`src/rtl/pkg_opengpu.sv`:
```
// Shared definitions for the L1-to-L2 cache line interface.
package pkg_opengpu;

  localparam int CACHE_LINE_BITS = 512;
  localparam int LINE_BEATS      = CACHE_LINE_BITS / 32;

  typedef enum logic [2:0] {
    CACHE_READ      = 3'd0,
    CACHE_WRITEBACK = 3'd1
  } cache_req_type_t;

endpackage

```
`src/rtl/l2_line_responder.sv`:
```
// L2-side responder: turns whole-line L1 reads/writebacks into ascending
// word beats on a narrow memory port and answers with a one-cycle response.
module l2_line_responder
  import pkg_opengpu::*;
#(
  parameter int ADDR_WIDTH      = 32,
  parameter int LINE_BITS       = CACHE_LINE_BITS,
  parameter int WORD_BITS       = CACHE_LINE_BITS / LINE_BEATS,
  parameter int MAX_OUTSTANDING = 4
) (
  input  logic                  clk,
  input  logic                  rst,
  input  logic                  req_valid,
  input  logic [2:0]            req_type,
  input  logic [ADDR_WIDTH-1:0] req_addr,
  input  logic [LINE_BITS-1:0]  req_wdata,
  output logic                  ready,
  output logic                  resp_valid,
  output logic [LINE_BITS-1:0]  resp_rdata,
  output logic                  resp_err,
  output logic                  mem_req_valid,
  output logic                  mem_req_we,
  output logic [ADDR_WIDTH-1:0] mem_req_addr,
  output logic [WORD_BITS-1:0]  mem_req_wdata,
  input  logic                  mem_req_ready,
  input  logic                  mem_resp_valid,
  input  logic [WORD_BITS-1:0]  mem_resp_rdata,
  output logic [31:0]           rd_lines,
  output logic [31:0]           wb_lines
);

  localparam int BEATS      = LINE_BITS / WORD_BITS;
  localparam int BEAT_IDX_W = $clog2(BEATS);
  localparam int BYTE_OFF_W = $clog2(WORD_BITS / 8);
  localparam int OFFSET_W   = BEAT_IDX_W + BYTE_OFF_W;
  localparam int LADDR_W    = ADDR_WIDTH - OFFSET_W;
  localparam int CNT_W      = BEAT_IDX_W + 1;

  localparam logic [CNT_W-1:0] BEATS_CNT = CNT_W'(BEATS);
  localparam logic [CNT_W-1:0] LAST_BEAT = CNT_W'(BEATS - 1);
  localparam logic [CNT_W-1:0] MAX_OUT   = CNT_W'(MAX_OUTSTANDING);

  localparam logic [1:0] ST_IDLE  = 2'd0;
  localparam logic [1:0] ST_READ  = 2'd1;
  localparam logic [1:0] ST_WRITE = 2'd2;
  localparam logic [1:0] ST_RESP  = 2'd3;

  logic [1:0]           state_reg, state_next;
  logic [LADDR_W-1:0]   line_addr_reg;
  logic                 err_reg;
  logic                 is_read_reg;
  logic [CNT_W-1:0]     issue_cnt_reg;
  logic [CNT_W-1:0]     rsp_cnt_reg;
  logic [31:0]          rd_lines_reg;
  logic [31:0]          wb_lines_reg;
  logic [WORD_BITS-1:0] line_buf_reg [BEATS];

  logic                 accept;
  logic                 beat_fire;
  logic                 rsp_take;
  logic [CNT_W-1:0]     outstanding;
  logic [LINE_BITS-1:0] line_flat;
  logic                 unused_addr_bits;

  assign unused_addr_bits = ^req_addr[OFFSET_W-1:0];

  assign ready       = (state_reg == ST_IDLE);
  assign accept      = req_valid && ready;
  assign outstanding = issue_cnt_reg - rsp_cnt_reg;

  always_comb begin
    mem_req_valid = 1'b0;
    if (state_reg == ST_READ) begin
      mem_req_valid = (issue_cnt_reg < BEATS_CNT) && (outstanding < MAX_OUT);
    end else if (state_reg == ST_WRITE) begin
      mem_req_valid = (issue_cnt_reg < BEATS_CNT);
    end
  end

  assign beat_fire = mem_req_valid && mem_req_ready;
  // Only responses to beats actually issued count; strays and extras are dropped.
  assign rsp_take  = (state_reg == ST_READ) && mem_resp_valid && (rsp_cnt_reg < issue_cnt_reg);

  assign mem_req_we    = mem_req_valid && (state_reg == ST_WRITE);
  assign mem_req_addr  = mem_req_valid
                       ? {line_addr_reg, issue_cnt_reg[BEAT_IDX_W-1:0], {BYTE_OFF_W{1'b0}}}
                       : '0;
  assign mem_req_wdata = mem_req_we ? line_buf_reg[issue_cnt_reg[BEAT_IDX_W-1:0]] : '0;

  assign resp_valid = (state_reg == ST_RESP);
  assign resp_err   = resp_valid && err_reg;
  assign resp_rdata = (resp_valid && is_read_reg) ? line_flat : '0;
  assign rd_lines   = rd_lines_reg;
  assign wb_lines   = wb_lines_reg;

  always_comb begin
    state_next = state_reg;
    case (state_reg)
      ST_IDLE: begin
        if (accept) begin
          case (req_type)
            CACHE_READ:      state_next = ST_READ;
            CACHE_WRITEBACK: state_next = ST_WRITE;
            default:         state_next = ST_RESP;
          endcase
        end
      end
      ST_READ:  if (rsp_take && (rsp_cnt_reg == LAST_BEAT)) state_next = ST_RESP;
      ST_WRITE: if (beat_fire && (issue_cnt_reg == LAST_BEAT)) state_next = ST_RESP;
      default:  state_next = ST_IDLE;
    endcase
  end

  always_ff @(posedge clk or posedge rst) begin
    if (rst) begin
      state_reg     <= ST_IDLE;
      line_addr_reg <= '0;
      err_reg       <= 1'b0;
      is_read_reg   <= 1'b0;
      issue_cnt_reg <= '0;
      rsp_cnt_reg   <= '0;
      rd_lines_reg  <= '0;
      wb_lines_reg  <= '0;
    end else begin
      state_reg <= state_next;
      if (accept) begin
        line_addr_reg <= req_addr[ADDR_WIDTH-1:OFFSET_W];
        err_reg       <= !((req_type == CACHE_READ) || (req_type == CACHE_WRITEBACK));
        is_read_reg   <= (req_type == CACHE_READ);
        issue_cnt_reg <= '0;
        rsp_cnt_reg   <= '0;
      end else begin
        if (beat_fire) issue_cnt_reg <= issue_cnt_reg + 1'b1;
        if (rsp_take)  rsp_cnt_reg   <= rsp_cnt_reg + 1'b1;
      end
      if ((state_reg == ST_RESP) && !err_reg) begin
        if (is_read_reg) begin
          if (rd_lines_reg != 32'hFFFF_FFFF) rd_lines_reg <= rd_lines_reg + 32'd1;
        end else begin
          if (wb_lines_reg != 32'hFFFF_FFFF) wb_lines_reg <= wb_lines_reg + 32'd1;
        end
      end
    end
  end

  // One word register per beat: loaded whole on accept, or word-by-word from read data.
  generate
    for (genvar gi = 0; gi < BEATS; gi++) begin : g_word
      always_ff @(posedge clk) begin
        if (accept) begin
          line_buf_reg[gi] <= req_wdata[gi*WORD_BITS +: WORD_BITS];
        end else if (rsp_take && (rsp_cnt_reg[BEAT_IDX_W-1:0] == BEAT_IDX_W'(gi))) begin
          line_buf_reg[gi] <= mem_resp_rdata;
        end
      end
      assign line_flat[gi*WORD_BITS +: WORD_BITS] = line_buf_reg[gi];
    end
  endgenerate

endmodule

```
`config.mk`:
```
export PLATFORM = sky130hd
export DESIGN_NAME = l2_line_responder
export DESIGN_NICKNAME = d
export VERILOG_FILES = /design/src/rtl/pkg_opengpu.sv /design/src/rtl/l2_line_responder.sv
export SDC_FILE = /design/constraint.sdc
export NUM_CORES = 1
export LEC_CHECK = 0
export CAP_MARGIN = 20
export CORE_AREA = 4 4 482 484
export CTS_BUF_LIST = sky130_fd_sc_hd__clkbuf_16
export DETAILED_ROUTE_END_ITERATION = 8
export DIE_AREA = 0 0 486 488
export SYNTH_ARGS = -nofsm -noshare
export SYNTH_HDL_FRONTEND = slang
export SYNTH_SLANG_ARGS = --single-unit
```
`constraint.sdc`:
```
create_clock -name clk -period 4.65 [get_ports clk]
set_input_delay 0.93 -clock clk [delete_from_list [all_inputs] [get_ports clk]]
set_output_delay 0.93 -clock clk [all_outputs]
set_load 0.01 [all_outputs]
```
Word level (Yosys, flattened, before mapping)
Memory sizes are Yosys's and may differ from the RTL's.
Index checks and enable logic that the tools add are counted.
Word-level totals
  bits in registers: 104
  latch bits: 0
  RAM bits: 512
  bits in read-only memories: 0
  output and inout bits: 645
  logic and storage cells: 178
  memories: 1
Cells by class
  add/sub/neg operators: 5
  $mul: 0
  divide/modulo/power cells: 0
  $lt $le $gt $ge: 3
  equality and inequality tests: 26
  shifts and indexed selects: 0
  muxes and demuxes: 80
  bitwise operators: 17
  reductions and logical operators: 38
Memory list
  line_buf_reg: words 16, bits a word 32, rd ports 17, clocked after memory_dff 0, wr ports 16, RTL line l2_line_responder.sv:56  | logic [WORD_BITS-1:0] line_buf_reg [BEATS];
Operators with widths (number)
  2-to-1 mux 32 bit: 18
  2-to-1 mux 512 bit: 1
  adder 32 x 1 -> 32 bit (second input constant): 2
  inequality test 32 bit (second input constant): 2
  2-to-1 mux 1 bit: 52
  == test 4 bit (second input constant): 8
  logical AND 1 bit: 27
  2-to-1 mux 5 bit: 4
  == test 4 x 3 -> 1 bit (second input constant): 4
  OR 1 bit: 16
  adder 5 x 1 -> 5 bit (second input constant): 2
  == test 5 x 4 -> 1 bit (second input constant): 2
  AND reduction 3 bit: 3
  == test 4 x 2 -> 1 bit (second input constant): 2
  2-to-1 mux 2 bit: 3
  inequality test 2 x 1 -> 1 bit (second input constant): 3
  one-hot mux 2 bit (3 select lines): 1
  < comparator 5 x 3 -> 1 bit (second input constant): 1
  < comparator 5 bit: 1
  < comparator 5 bit (second input constant): 1
  subtractor 5 bit: 1
  == test 2 bit (second input constant): 2
  == test 4 x 1 -> 1 bit (second input constant): 1
  logical NOT 4 bit: 1
  other kinds (9): 11

Depth between registers and ports, before layout
Gate-level depths: netlist of run 1.
  word-level depth: 8
  gate-level depth with buffers: 13

Worst setup path before layout of run 1
Ideal clock, no wire load.
  path type: register to register
  start point: reg issue_cnt_reg[0]
  end point: mem line_buf_reg[0][0] in the netlist's numbering (enable)
  arrival: 4.414 ns
  setup slack: -0.230 ns
  stages on the path, launching flop included: 11
  path buffers: 4
  cells stage by stage: dfrtp_1 clkbuf_1 buf_2 buf_2 inv_1 ha_1 and3_4 a211oi_4 buf_4 nand2_1 o21ai_0
RTL lines
  start, declared: RTL line l2_line_responder.sv:52  | logic [CNT_W-1:0] issue_cnt_reg;
  start signal, assigned: RTL line l2_line_responder.sv:133  | if (beat_fire) issue_cnt_reg <= issue_cnt_reg + 1'b1;
  end, declared: RTL line l2_line_responder.sv:56

Worst setup path in the final report of run 1
  start point: reg issue_cnt_reg[1]
  end point: out mem_req_wdata[14]
On the way
  word-level cells in the longest chain between the ends: 6
RTL lines
  subtractor 5 bit: RTL line l2_line_responder.sv:69  | assign outstanding = issue_cnt_reg - rsp_cnt_reg;
  < comparator 5 x 3 -> 1 bit: RTL line l2_line_responder.sv:74  | mem_req_valid = (issue_cnt_reg < BEATS_CNT) && (outstanding < MAX_OUT);
  logical AND 1 bit: RTL line l2_line_responder.sv:74
  2-to-1 mux 1 bit: RTL line l2_line_responder.sv:73  | if (state_reg == ST_READ) begin
  logical AND 1 bit: RTL line l2_line_responder.sv:84  | assign mem_req_we = mem_req_valid && (state_reg == ST_WRITE);
  2-to-1 mux 32 bit (*): RTL line l2_line_responder.sv:88  | assign mem_req_wdata = mem_req_we ? line_buf_reg[issue_cnt_reg[BEAT_IDX_W-1:0]] : '0;
  end, declared: RTL line l2_line_responder.sv:24  | output logic [WORD_BITS-1:0] mem_req_wdata,
Mark *: on every way between the ends. The rest lies on a longest branch, timed or not.

==> results.py, run 1 <==
metrics = {
    "cells_and_area": {
        "final_nets": 4342,
        "drive_gt1_share_pct": 24.91,
        "syn2layout_area_growth_pct": 54.69,
        "design_area_um2": 53990,
        "final_common_cell": "clkdlybuf4s50_1",
        "regArea_um2": 18000,
        "nFillCells": 24040,
        "multi_input_area_um2": 15920,
        "largest_reg_flops": 512,
        "fin_cells": 6842,
        "layout_common_cells": "1,203 x clkdlybuf4s50_1, 586 x and3_1, 512 x edfxtp_1",
    },
    "setup_path": {
        "cp_data_required_time_ps": 3720,
        "cp.arrival_ps": 3590,
        "r2r-end": "wb_lines[7]",
        "path_cells": "buf_12, mux4_2, mux4_2, and3_1, clkdlybuf4s50_1",
        "startpoint_type": "flip-flop",
        "max_stage_delay_ps": 560,
        "critPathKind": "flip-flop to output pin",
        "cp_max_fo": 60,
        "slowest_stage": "mux4_2",
        "cp-end-kind": "output pin",
        "r2r_setup_slack_ps": 940,
        "r2r_start": "state_reg[1]",
        "cp_top_family": "multiplexers",
        "critPathBufInv": 2,
        "r2r_cells": 9,
        "cp_common_cell": "mux4_2",
    },
    "yosys": {
        "async_flop_share_pct": 16.88,
        "ys_types": 53,
        "yosysWarnings": 0,
        "synth-edff-count": 512,
        "syn_avg_cell_area_um2": 13.59,
        "synthesis.area_um2": 34900,
        "synth-seq-cells": 616,
        "synth_cells": 2568,
        "ys_seq_area_share_pct": 51.50,
        "synth_flop_cell": "edfxtp_1",
    },
    "cts": {
        "clkLatencyLatePin_ps": 710,
        "cts.sinks": 616,
        "clockRootBuffer": "clkbuf_16",
        "cts_buffers": 82,
        "path_clk_slew_ps": 70,
        "cts_buffer_depth": 3,
        "cts_tree": "done",
        "cts.htree.levels": 3,
    },
    "placed_design": {
        "io_buffer_count": 1220,
        "place_inst": 6663,
        "gp_congestion": 0.9473,
        "dp_slack_ps": 737.0,
        "detailed_place.area_um2": 51330,
        "dp_hpwl_um": 208700,
    },
    "timing": {
        "slew_viol_final": 0,
        "fin_tns_setup_ps": 0,
        "setup_viol": 0,
        "post-route-min-period_ps": 4515,
        "fmax_ghz": 0.2215,
        "worstMarginPinSlew_ps": 1108,
        "setup_slack_ps": 134.7,
        "fin_crit_sh_pct": 97.10,
        "rsz0062_at_grt": "yes",
        "slew_headroom_pct": 25.92,
        "finalHoldViolCount": 0,
        "fin_skew_ps": 29.77,
    },
    "die": {
        "dieArea_um2": 237200,
        "die_w_um": 486,
        "die_y_um": 488,
        "rows": 175,
        "ios": 1229,
        "initial_utilization_pct": 15.36,
        "core_area_um2": 227300,
    },
    "global_route": {
        "gr-total-overflow": 0,
        "grt_pass1_vias": 31090,
        "grt_max_degree": 88,
        "grt_usage_pct": 21.36,
        "antenna_found_initial": 61,
        "grt_pass1_wl_um": 331300,
    },
    "routing": {
        "drtIter0Drc": 3255,
        "route.detailed.drc": 0,
        "wl_um": 264300,
        "via_per_inst": 4.519,
        "postRouteAntennaNets": 0,
        "vias": 30920,
        "wl_per_cell_um": 38.63,
        "firstDrtPassIters": 5,
    },
    "power": {
        "ir_worst_vdd_mv": 0.3079,
        "sequentialPowerShare_pct": 32.5,
        "clock_power_share_pct": 24.6,
        "p_int_uw": 15020,
        "power_switching_uw": 10310,
        "leakagePower_uw": 0.02032,
        "pwr-share-comb_pct": 42.8,
        "total_power_uw": 25330,
        "cellPowerDensity_nw_per_um2": 469.1,
        "sw_frac_of_total_pct": 40.71,
    },
    "job": {
        "drv_cap": 0,
    },
    "worst_hold_path": {
        "hp-class": "flip-flop to flip-flop",
        "hold-path-cell-count": 2,
        "hold_end": "line_addr_reg[15]",
        "hold_start": "line_addr_reg[15]",
    },
    "status": {
        "outcome": "complete, no violations",
    },
}
==> through the flow <==
step,util [%],hold WS [ps]
2_1_floorplan,-,437.4
4_1_cts,23.70,469.6
6_report,23.76,468.2
5_1_grt,23.74,485.8
3_3_place_gp,22.58,456.9
3_5_place_dp,22.58,455.1
==> worst max-delay path by stage <==
stage | startpoint | to | slack (ps) | cells past startpoint
floorplan | issue_cnt_reg[0] | line_buf_reg[0][0] | -230 | 10
global placement | issue_cnt_reg[2] | mem_req_wdata[12] | 730 | 7
detailed placement | issue_cnt_reg[2] | mem_req_wdata[8] | 740 | 7
CTS | issue_cnt_reg[2] | mem_req_wdata[11] | 9 | 7
global route | issue_cnt_reg[0] | mem_req_wdata[28] | -4 | 5
finish | issue_cnt_reg[1] | mem_req_wdata[14] | 130 | 5
==> logic make-up after synthesis <==
group	share of synthesized area [%]
adders and majority gates	0.6452
AOI/OAI and AO/OA	0.8101
DFF	51.50
and+or+nand+nor	14.70
muxes	27.11
other	0.01074
xor gates and xnor gates	1.556
buffers and inverters	3.663
==> worst min-delay path, cell delays in order, from the launching register on <==
cell,delay (ps)
dfrtp_1,340
nand2_1,50
nand2_1,50
==> synthesized netlist by cell type (2+ instances only) <==
master | count | area (um2)
xnor2_1 | 44 | 385.4
nand4_1 | 22 | 137.6
ha_1 | 18 | 225.2
o31ai_1 | 2 | 15.01
a211oi_1 | 2 | 15.01
nor3_1 | 9 | 45.04
nor3_4 | 4 | 65.06
mux4_2 | 160 | 3603
nor4_1 | 5 | 31.28
mux2_2 | 467 | 5259
clkbuf_1 | 183 | 686.9
and3_1 | 586 | 3666
o21ai_0 | 19 | 95.09
buf_6 | 19 | 214.0
mux2_4 | 16 | 240.2
or3_1 | 3 | 18.77
nor2_1 | 43 | 161.4
inv_1 | 17 | 63.81
edfxtp_1 | 512 | 15370
nand3_2 | 6 | 60.06
nand2_1 | 136 | 510.5
and2_1 | 7 | 43.79
buf_4 | 12 | 90.09
and4_1 | 7 | 61.31
xor2_1 | 18 | 157.7
buf_1 | 9 | 33.78
nand3_1 | 29 | 145.1
buf_2 | 38 | 190.2
a21oi_1 | 10 | 50.05
nand3_4 | 5 | 87.58
dfrtp_1 | 104 | 2603
o211ai_1 | 4 | 30.03
mux2_1 | 32 | 360.4
==> power by group through the flow <==
| stage | clock [uW] | combinational [uW] | sequential (uW) |
|---|---|---|---|
| final | 6240 | 10800 | 8240 |
| after detailed placement | 0 | 10800 | 8350 |
| after CTS | 6420 | 10900 | 8240 |
| after global routing | 6620 | 11300 | 8280 |
| after floorplan | 0 | 4780 | 7760 |
| after global placement | 0 | 10800 | 8330 |
==> metal layers <==
layer  vias up  GRT usage [%]  share of wire [%]
li1      12270              -                  -
met4        20          8.047                4.4
met5         -              0              0.049
met1     15960          25.22                 38
met3       407          8.958                 12
met2      2258          34.51                 46
==> final cells by class <==
cell class,instances,share of cell area [%]
Tap cell,3009,6.973
Clock inverter,62,0.8250
Clock buffer,83,3.847
Timing Repair Buffer,1348,25.26
Inverter,17,0.1228
Sequential cell,616,33.33
Antenna cell,32,0.1483
Multi-Input combinational cell,1675,29.49
==> timing repair <==
action | CTS | global route
cloned | 0 | 0
pin swaps | 0 | 2
gates resized for setup | 6 | 7
setup buffers | 0 | 2
hold buffers | 0 | 0
endpoints found under the setup margin | 16 | 20
Power figures use the tool's default switching activity.
==> inputs of run 2 (changes only) <==
--- a/config.mk
+++ b/config.mk
@@ -10,6 +10,7 @@
 export CTS_BUF_LIST = sky130_fd_sc_hd__clkbuf_16
 export DETAILED_ROUTE_END_ITERATION = 8
 export DIE_AREA = 0 0 486 488
+export GPL_TIMING_DRIVEN = 0
 export SYNTH_ARGS = -nofsm -noshare
 export SYNTH_HDL_FRONTEND = slang
 export SYNTH_SLANG_ARGS = --single-unit
==> run 2 against run 1 <==
First-iteration DRC count grew 29%. Final cell count grew 3.7%. Hold slack lost 3.0 ps. Clock-buffer cell count grew 1. Global-route usage grew 5.2 points. Via count grew 8.7%. Sequential power grew 0.5%. Critical endpoint is now mem_req_wdata[29].
==> results.py, run 2 (synthesis results as in run 1) <==
metrics = {
    "timing": {
        "worstMarginPinSlew_ps": 1169,
        "slew_headroom_pct": 22.07,
        "whs_ps": 465.2,
        "slew_viol_final": 0,
        "fin_skew_ps": 49.59,
        "finalHoldViolCount": 0,
        "post-route-min-period_ps": 4586,
        "setup_viol": 0,
        "fin_crit_sh_pct": 98.61,
        "setup_slack_ps": 64.42,
        "fmax_ghz": 0.2181,
    },
    "die": {
        "die_y_um": 488,
        "ios": 1229,
        "rows": 175,
        "dieArea_um2": 237200,
        "initial_utilization_pct": 15.36,
        "core_area_um2": 227300,
        "die_w_um": 486,
    },
    "setup_path": {
        "r2r-end": "line_buf_reg[4][16]",
        "cp_max_fo": 6,
        "cp-end-kind": "output pin",
        "r2r_setup_slack_ps": 490,
        "cp_data_required_time_ps": 3720,
        "startpoint_type": "flip-flop",
        "r2r_start": "issue_cnt_reg[0]",
        "critPathKind": "flip-flop to output pin",
        "cp.arrival_ps": 3660,
        "r2r_cells": 13,
    },
    "power": {
        "cellPowerDensity_nw_per_um2": 519.4,
        "ir_worst_vdd_mv": 0.2660,
        "leakagePower_uw": 0.02178,
        "p_int_uw": 16100,
        "power_switching_uw": 12940,
        "clock_power_share_pct": 23.0,
        "sw_frac_of_total_pct": 44.55,
        "sequentialPowerShare_pct": 28.5,
        "pwr-share-comb_pct": 48.4,
    },
    "global_route": {
        "grt_max_degree": 82,
        "gr-total-overflow": 0,
        "grt_usage_pct": 26.57,
        "antenna_found_initial": 136,
        "grt_pass1_vias": 33240,
        "grt_pass1_wl_um": 398600,
    },
    "worst_hold_path": {
        "hold_end": "line_addr_reg[22]",
        "hp-class": "flip-flop to flip-flop",
        "hold-path-cell-count": 2,
        "hold_start": "line_addr_reg[22]",
    },
    "routing": {
        "firstDrtPassIters": 7,
        "via_per_inst": 4.739,
        "postRouteAntennaNets": 0,
        "route.detailed.drc": 0,
        "vias": 33610,
        "wl_um": 328700,
        "wl_per_cell_um": 46.34,
        "drtIter0Drc": 4205,
    },
    "cts": {
        "clkLatencyLatePin_ps": 740,
        "cts.htree.levels": 3,
        "cts.sinks": 616,
        "cts_tree": "done",
        "cts-hold-fix-buffers": 0,
        "cts_buffer_depth": 3,
        "clockRootBuffer": "clkbuf_16",
        "path_clk_slew_ps": 60,
        "cts_buffers": 84,
    },
    "cells_and_area": {
        "drive_gt1_share_pct": 27.82,
        "largest_reg_flops": 512,
        "final_nets": 4564,
        "fin_cells": 7092,
        "layout_common_cells": "1,101 x clkdlybuf4s50_1, 571 x and3_1, 512 x edfxtp_1",
        "design_area_um2": 55910,
        "final_common_cell": "clkdlybuf4s50_1",
        "syn2layout_area_growth_pct": 60.19,
    },
    "status": {
        "outcome": "complete, no violations",
    },
    "placed_design": {
        "io_buffer_count": 1220,
        "gp_congestion": 0.9604,
        "dp_slack_ps": -2642,
        "place_inst": 6866,
        "dp_hpwl_um": 276300,
        "detailed_place.area_um2": 52480,
    },
    "job": {
        "drv_cap": 0,
    },
}
-- run 2: cell types whose count changed in the layout (fill, tap and decap cells not counted), moves of 21 or more --
cell             delta
buf_8              +24
clkbuf_4           +26
clkbuf_1           +85
buf_2              +46
buf_4              -67
clkbuf_2           +61
clkdlybuf4s50_1   -102
dlygate4sd2_1      +67
buf_6              +21
diode_2            +21
-- run 2: timing repair --
item	4_1_cts	5_1_grt
pin swaps	1	1
setup buffers	9	8
endpoints found under the setup margin	1590	24
gates resized for setup	394	21
gates cloned	0	1
-- run 2: power by group through the flow --
| stage | sequential [uW] | combinational (uW) | clock, uW |
|---|---|---|---|
| 2_1_floorplan | 7760 | 4780 | 0 |
| 3_3_place_gp | 8660 | 12500 | 0 |
| 3_5_place_dp | 8330 | 13600 | 0 |
| 4_1_cts | 8230 | 14000 | 6770 |
| 5_1_grt | 8310 | 14300 | 6960 |
| 6_report | 8280 | 14100 | 6690 |
-- run 2: layer usage --
layer | wire length [um] | track usage [%]
met1 | 117900 | 29.67
met2 | 154300 | 44.02
met3 | 39000 | 11.19
met4 | 17210 | 12.02
met5 | 280 | 0
-- run 2: final cells by class --
cell class              instances  area [um2]
fillers                     23950      171400
flip-flops and latches        616       17980
multi-input cells            1675       15910
repair buffers               1308       13700
well taps                    3009        3765
clock buffers                  84        2102
plain buffers                 260        1645
clock inverters                70       611.8
diodes                         53       132.6
inverters                      17       68.82
-- run 2: worst max path at each step --
stage / from / endpoint / slack, ps / depth (start not counted)
after floorplan: issue_cnt_reg[0] / line_buf_reg[0][0] / -230 / 10
after global placement: issue_cnt_reg[0] / line_buf_reg[13][20] / -8560 / 11
after detailed placement: issue_cnt_reg[0] / mem_req_wdata[14] / -2640 / 14
after CTS: issue_cnt_reg[0] / mem_req_wdata[28] / -30 / 9
after global routing: issue_cnt_reg[0] / mem_req_wdata[5] / -2 / 13
final: issue_cnt_reg[0] / mem_req_wdata[29] / 60 / 9
-- run 2: stage by stage --
step                 TNS, ps  power, uW  util, %
floorplan             -74080      12550        -
global placement    -4727470      21150    22.39
detailed placement   -789940      21900    23.09
CTS                   -79.23      29040    24.49
global route          -1.890      29600    24.57
finish                     0      29040    24.60
-- run 2: worst max-delay path, cell delays in order (launching register included) --
cell and delay, ps:
dfrtp_1 380, clkbuf_16 200, buf_16 170, buf_16 150, buf_12 120, buf_4 190, mux4_2 630, mux4_2 530
and3_1 200, clkdlybuf4s15_2 300
